`src/rtl/div_pkg.sv`:
```
// Shared types and constants for the divider issue stage.
package div_pkg;

    typedef enum logic [1:0] {
        IDLE,
        SETTLE,
        RESULT
    } div_state_t;

    // Wide all-ones pattern; users slice it down to their operand width.
    localparam logic [63:0] DIV_DZ_QUOTIENT = '1;
    localparam int unsigned DIV_MAX_SETTLE = 15;

endpackage

```
`src/rtl/div_issue_stage.sv`:
```
// Registers operands for an external combinational divider, waits a settle time and holds the result.
// Optional macro DIV_ISSUE_STATS_EN adds retired-op and divide-by-zero counters.
module div_issue_stage
    import div_pkg::*;
#(
    parameter int unsigned WIDTH         = 4,
    parameter int unsigned SETTLE_CYCLES = 1
) (
    input  logic             clk,
    input  logic             arst,
    input  logic             in_valid,
    output logic             in_ready,
    input  logic [WIDTH-1:0] in_a,
    input  logic [WIDTH-1:0] in_b,
    output logic [WIDTH-1:0] div_a,
    output logic [WIDTH-1:0] div_b,
    input  logic [WIDTH-1:0] div_quotient,
    input  logic [WIDTH-1:0] div_remainder,
    output logic             out_valid,
    input  logic             out_ready,
    output logic [WIDTH-1:0] out_quotient,
    output logic [WIDTH-1:0] out_remainder,
    output logic             out_dz,
`ifdef DIV_ISSUE_STATS_EN
    output logic [15:0]      stat_ops,
    output logic [15:0]      stat_dz,
`endif
    output logic             busy
);

    generate
        if ((SETTLE_CYCLES < 1) || (SETTLE_CYCLES > DIV_MAX_SETTLE)) begin : g_bad_settle
            $error("div_issue_stage: SETTLE_CYCLES must be in 1..15");
        end
    endgenerate

    localparam logic [WIDTH-1:0] DzQuotient = DIV_DZ_QUOTIENT[WIDTH-1:0];
    localparam logic [3:0]       CntInit    = 4'(SETTLE_CYCLES - 1);

    div_state_t       state_q;
    logic [3:0]       cnt_q;
    logic [WIDTH-1:0] div_a_q;
    logic [WIDTH-1:0] div_b_q;
    logic [WIDTH-1:0] quot_q;
    logic [WIDTH-1:0] rem_q;
    logic             dz_q;
    logic             valid_q;

    logic accept;
    logic retire;

    assign in_ready = (state_q == IDLE) || ((state_q == RESULT) && out_ready);
    assign accept   = in_valid && in_ready;
    assign retire   = (state_q == RESULT) && out_ready;

    always_ff @(posedge clk or posedge arst) begin
        if (arst) begin
            state_q <= IDLE;
            cnt_q   <= '0;
            div_a_q <= '0;
            div_b_q <= '0;
            quot_q  <= '0;
            rem_q   <= '0;
            dz_q    <= 1'b0;
            valid_q <= 1'b0;
        end else if (accept) begin
            // Covers both a fresh accept from IDLE and a back-to-back accept on retire.
            div_a_q <= in_a;
            div_b_q <= in_b;
            if (in_b == '0) begin
                state_q <= RESULT;
                quot_q  <= DzQuotient;
                rem_q   <= in_a;
                dz_q    <= 1'b1;
                valid_q <= 1'b1;
            end else begin
                state_q <= SETTLE;
                cnt_q   <= CntInit;
                dz_q    <= 1'b0;
                valid_q <= 1'b0;
            end
        end else begin
            case (state_q)
                SETTLE: begin
                    if (cnt_q == '0) begin
                        quot_q  <= div_quotient;
                        rem_q   <= div_remainder;
                        valid_q <= 1'b1;
                        state_q <= RESULT;
                    end else begin
                        cnt_q <= cnt_q - 4'd1;
                    end
                end
                RESULT: begin
                    if (out_ready) begin
                        valid_q <= 1'b0;
                        state_q <= IDLE;
                    end
                end
                default: ;
            endcase
        end
    end

`ifdef DIV_ISSUE_STATS_EN
    logic [15:0] stat_ops_q;
    logic [15:0] stat_dz_q;

    always_ff @(posedge clk or posedge arst) begin
        if (arst) begin
            stat_ops_q <= '0;
            stat_dz_q  <= '0;
        end else if (retire) begin
            stat_ops_q <= stat_ops_q + 16'd1;
            if (dz_q) begin
                stat_dz_q <= stat_dz_q + 16'd1;
            end
        end
    end

    assign stat_ops = stat_ops_q;
    assign stat_dz  = stat_dz_q;
`else
    logic unused_retire;
    assign unused_retire = retire;
`endif

    assign div_a         = div_a_q;
    assign div_b         = div_b_q;
    assign out_valid     = valid_q;
    assign out_quotient  = quot_q;
    assign out_remainder = rem_q;
    assign out_dz        = dz_q;
    assign busy          = (state_q != IDLE);

endmodule

```
`config.mk`:
```
export PLATFORM = sky130hd
export DESIGN_NAME = div_issue_stage
export DESIGN_NICKNAME = d
export VERILOG_FILES = /design/src/rtl/div_pkg.sv /design/src/rtl/div_issue_stage.sv
export SDC_FILE = /design/constraint.sdc
export NUM_CORES = 1
export LEC_CHECK = 0
export ABC_AREA = 1
export CORE_ASPECT_RATIO = 1.5
export CORE_MARGIN = 5
export CORE_UTILIZATION = 44
export CTS_CLUSTER_SIZE = 12
export DETAILED_ROUTE_END_ITERATION = 10
export PLACE_DENSITY = 0.85
export SLEW_MARGIN = 10
export SYNTH_ARGS = -nofsm -noshare
export SYNTH_HDL_FRONTEND = slang
export SYNTH_SLANG_ARGS = --single-unit
```
`constraint.sdc`:
```
create_clock -name clk -period 1.7 [get_ports clk]
set_input_delay 0.17 -clock clk [delete_from_list [all_inputs] [get_ports clk]]
set_output_delay 0.17 -clock clk [all_outputs]
set_load 0.005 [all_outputs]
```
==> flow_summary.yaml <==
status:
  status: "completed"
clocking:
  cts-root-buf: "clkbuf_8"
  insertion_delay_ns: 0.26
  cts_tree: "yes"
  clockBufferDepth: 2
  cts_buffers: 3
  cts_hold_buf: 0
  clkSinkCount: 23
  ctsHtreeMaxLevel: 1
  cts.reportedPaths.clkPinSlew_ns: 0.08
layout:
  post-route-util_pct: 64.0
  fin_cells: 231
  diodes: 0
  nNetsFinal: 216
  drive_above_1_share_pct: 10.3
  syn_to_final_growth_pct: 42.0
  nFillCells: 227
  final_cell_mix: "nand2_1 (64), clkdlybuf4s50_1 (39), dfrtp_1 (22)"
  multi_input_area_um2: 505
  ff_latch_area_um2: 577
  final_common_cell: "nand2_1"
floorplan:
  start_util_pct: 45.1
  fp.dieArea_um2: 3840
  core_um2: 2620
  ios: 40
  die_y_um: 73.4
  row_count: 23
  dieWidth_um: 52.3
global_route:
  grt_usage_pct: 17.0
  grt_pass1_vias: 1121
  grt_pass1_wl_um: 4890
  antenna_found_initial: 0
  overflow: 0
  grt_max_degree: 24
yosys:
  ys_ff_latch: 23
  ys_seq_area_share_pct: 48.8
  syn_inst: 149
  postSynthAreaPerCell_um2: 7.92
  syn-num-nets: 170
  ys_warn_count: 0
  synth_area_um2: 1180
  synth_cell_type_count: 20
worst_setup_path:
  cp_cell_sequence: "inv_4, nand2_1, inv_1, clkdlybuf4s50_1"
  critPathLaunchType: "register"
  path_buf_inv: 3
  cp_max_fo: 10
  cp-end-kind: "primary output"
  slowest_delay_ns: 0.49
  crit_slowest_cell: "clkdlybuf4s50_1"
  r2r_slack_ns: 0.19
  critPathRequiredTime_ns: 1.53
  crit_family: "buffers and inverters"
  arrival_ns: 1.41
  worstSetupPathType: "reg -> out"
sta:
  clock_skew_ns: 0.00449
  maxSlewHeadroom_pct: 80.3
  setup_ws_ns: 0.118
  fin_crit_ns: 1.58
  fin_crit_sh_pct: 93.1
  fmax_mhz: 632
  rsz0062_at_grt: "no"
  setup_tns_ns: 0
  slew_viol_final: 0
  worstMarginPinSlew_ns: 0.296
  setup_viol: 0
  hold_slack_ns: 0.236
  finalHoldViolCount: 0
place:
  pre_cts_ws_ns: 0.130
  hpwlAfterDp_um: 2270
  routabilityCongestion: 0.817
  place_inst: 225
  io_buffers: 39
drt:
  routed.top_layer: "met4"
  wl_met3_um: 132
  wl_met2_um: 1650
  wirelength_um: 2920
  vias_per_cell: 4.81
  post_drt_wl_per_cell_um: 12.6
  wl_met1_um: 1080
  vias: 1111
  first_pass_iters: 4
  detail-route-antenna-nets: 0
  drc: 0
  first_iter_violations: 25
min_path:
  min_path_type: "in -> async"
power_and_ir_drop:
  power.density_nw_per_um2: 601
  p_leak_nw: 0.893
  peakVddDrop_v: 0.000401
run:
  cap_violations: 0
per-layer routing:
| metal | vias to the layer above | GRT usage [%] |
|---|---|---|
| met5 | - | 0 |
| met2 | 38 | 30.4 |
| li1 | 549 | - |
| met3 | 4 | 2.23 |
| met1 | 520 | 19.9 |
| met4 | 0 | 6.82 |
state kept, by name, indices dropped and copies added, names as in the netlist:
name and count:
state_q 1, out_dz 1, out_remainder 4, cnt_q 4
out_quotient 4, out_valid 1, div_b 4, div_a 4
repair_timing:
item                                   4_1_cts  5_1_grt
setup endpoints to repair                    0        1
endpoints found under the hold margin        0        0
resized for setup                            0        2
setup buffers                                0        2
Yosys cell counts (all sizes together):
library cell  number  share of area (%)
ha                 1                1.1
dfrtp             23                 49
xor2               1               0.74
nand4              5                2.7
o21ai              3                1.3
inv               19                6.0
nor2               7                3.1
nor3               1               0.85
a21oi              1               0.42
nand2             69                 25
nand3             15                7.4
o211ai             1               0.64
buf                3                2.3
report_power, final:
group / total [mW] / internal, mW / switching, mW
logic: 0.111 / 0.0693 / 0.0417
registers: 0.561 / 0.556 / 0.00505
clock network: 0.334 / 0.167 / 0.167
total: 1.01 / 0.793 / 0.214
worst reg2reg max path: cells and delay by family, from the launching register on:
| kind | cells | cell delay [ns] |
|---|---|---|
| adder cells (fa/ha/maj) | 1 | 0.20 |
| AND/OR/NAND/NOR | 5 | 0.67 |
| buffers and inverters | 2 | 0.19 |
| flip-flops | 1 | 0.39 |
cell families (layout without fill, tap and decap cells):
logic type,Yosys count,in the layout,synth area share [%]
flip-flops,23,23,48.8
AO/OA/AOI/OAI,5,5,2.33
AND/OR/NAND/NOR,97,97,38.7
buffers and inverters,22,67,8.38
XOR/XNOR,1,1,0.742
adder cells (fa/ha/maj),1,1,1.06
path summary, 6_finish.rpt:
check	startpoint	end	cells after the start
worst max-delay path	state_q[0]$_DFFE_PP0P_	in_ready	4
worst min-delay path	arst	div_a[3]$_DFFE_PP0P_	3
worst max register to register	cnt_q[0]$_DFFE_PP0P_	out_quotient[2]$_DFFE_PP0P_	8
worst min register to register	div_b[0]$_DFFE_PP0P_	div_b[0]$_DFFE_PP0P_	2
max in group asynchronous	arst	out_valid$_DFFE_PP0P_	3
min in group clk	in_b[2]	div_b[2]$_DFFE_PP0P_	3
metrics by stage:
step	area [µm²]	total power, mW
floorplan	1180	0.604
global placement	1610	0.678
detailed placement	1610	0.682
CTS	1660	1.02
global route	1680	1.05
finish	1680	1.01
cell type report:
cell class	count	share of cell area, %
inverters	19	4.41
flip-flops and latches	23	34.4
clock buffers	4	2.69
multi-input cells	104	30.2
repair buffers	44	25.5
well taps	37	2.76
(Power assumes the default switching activity.)
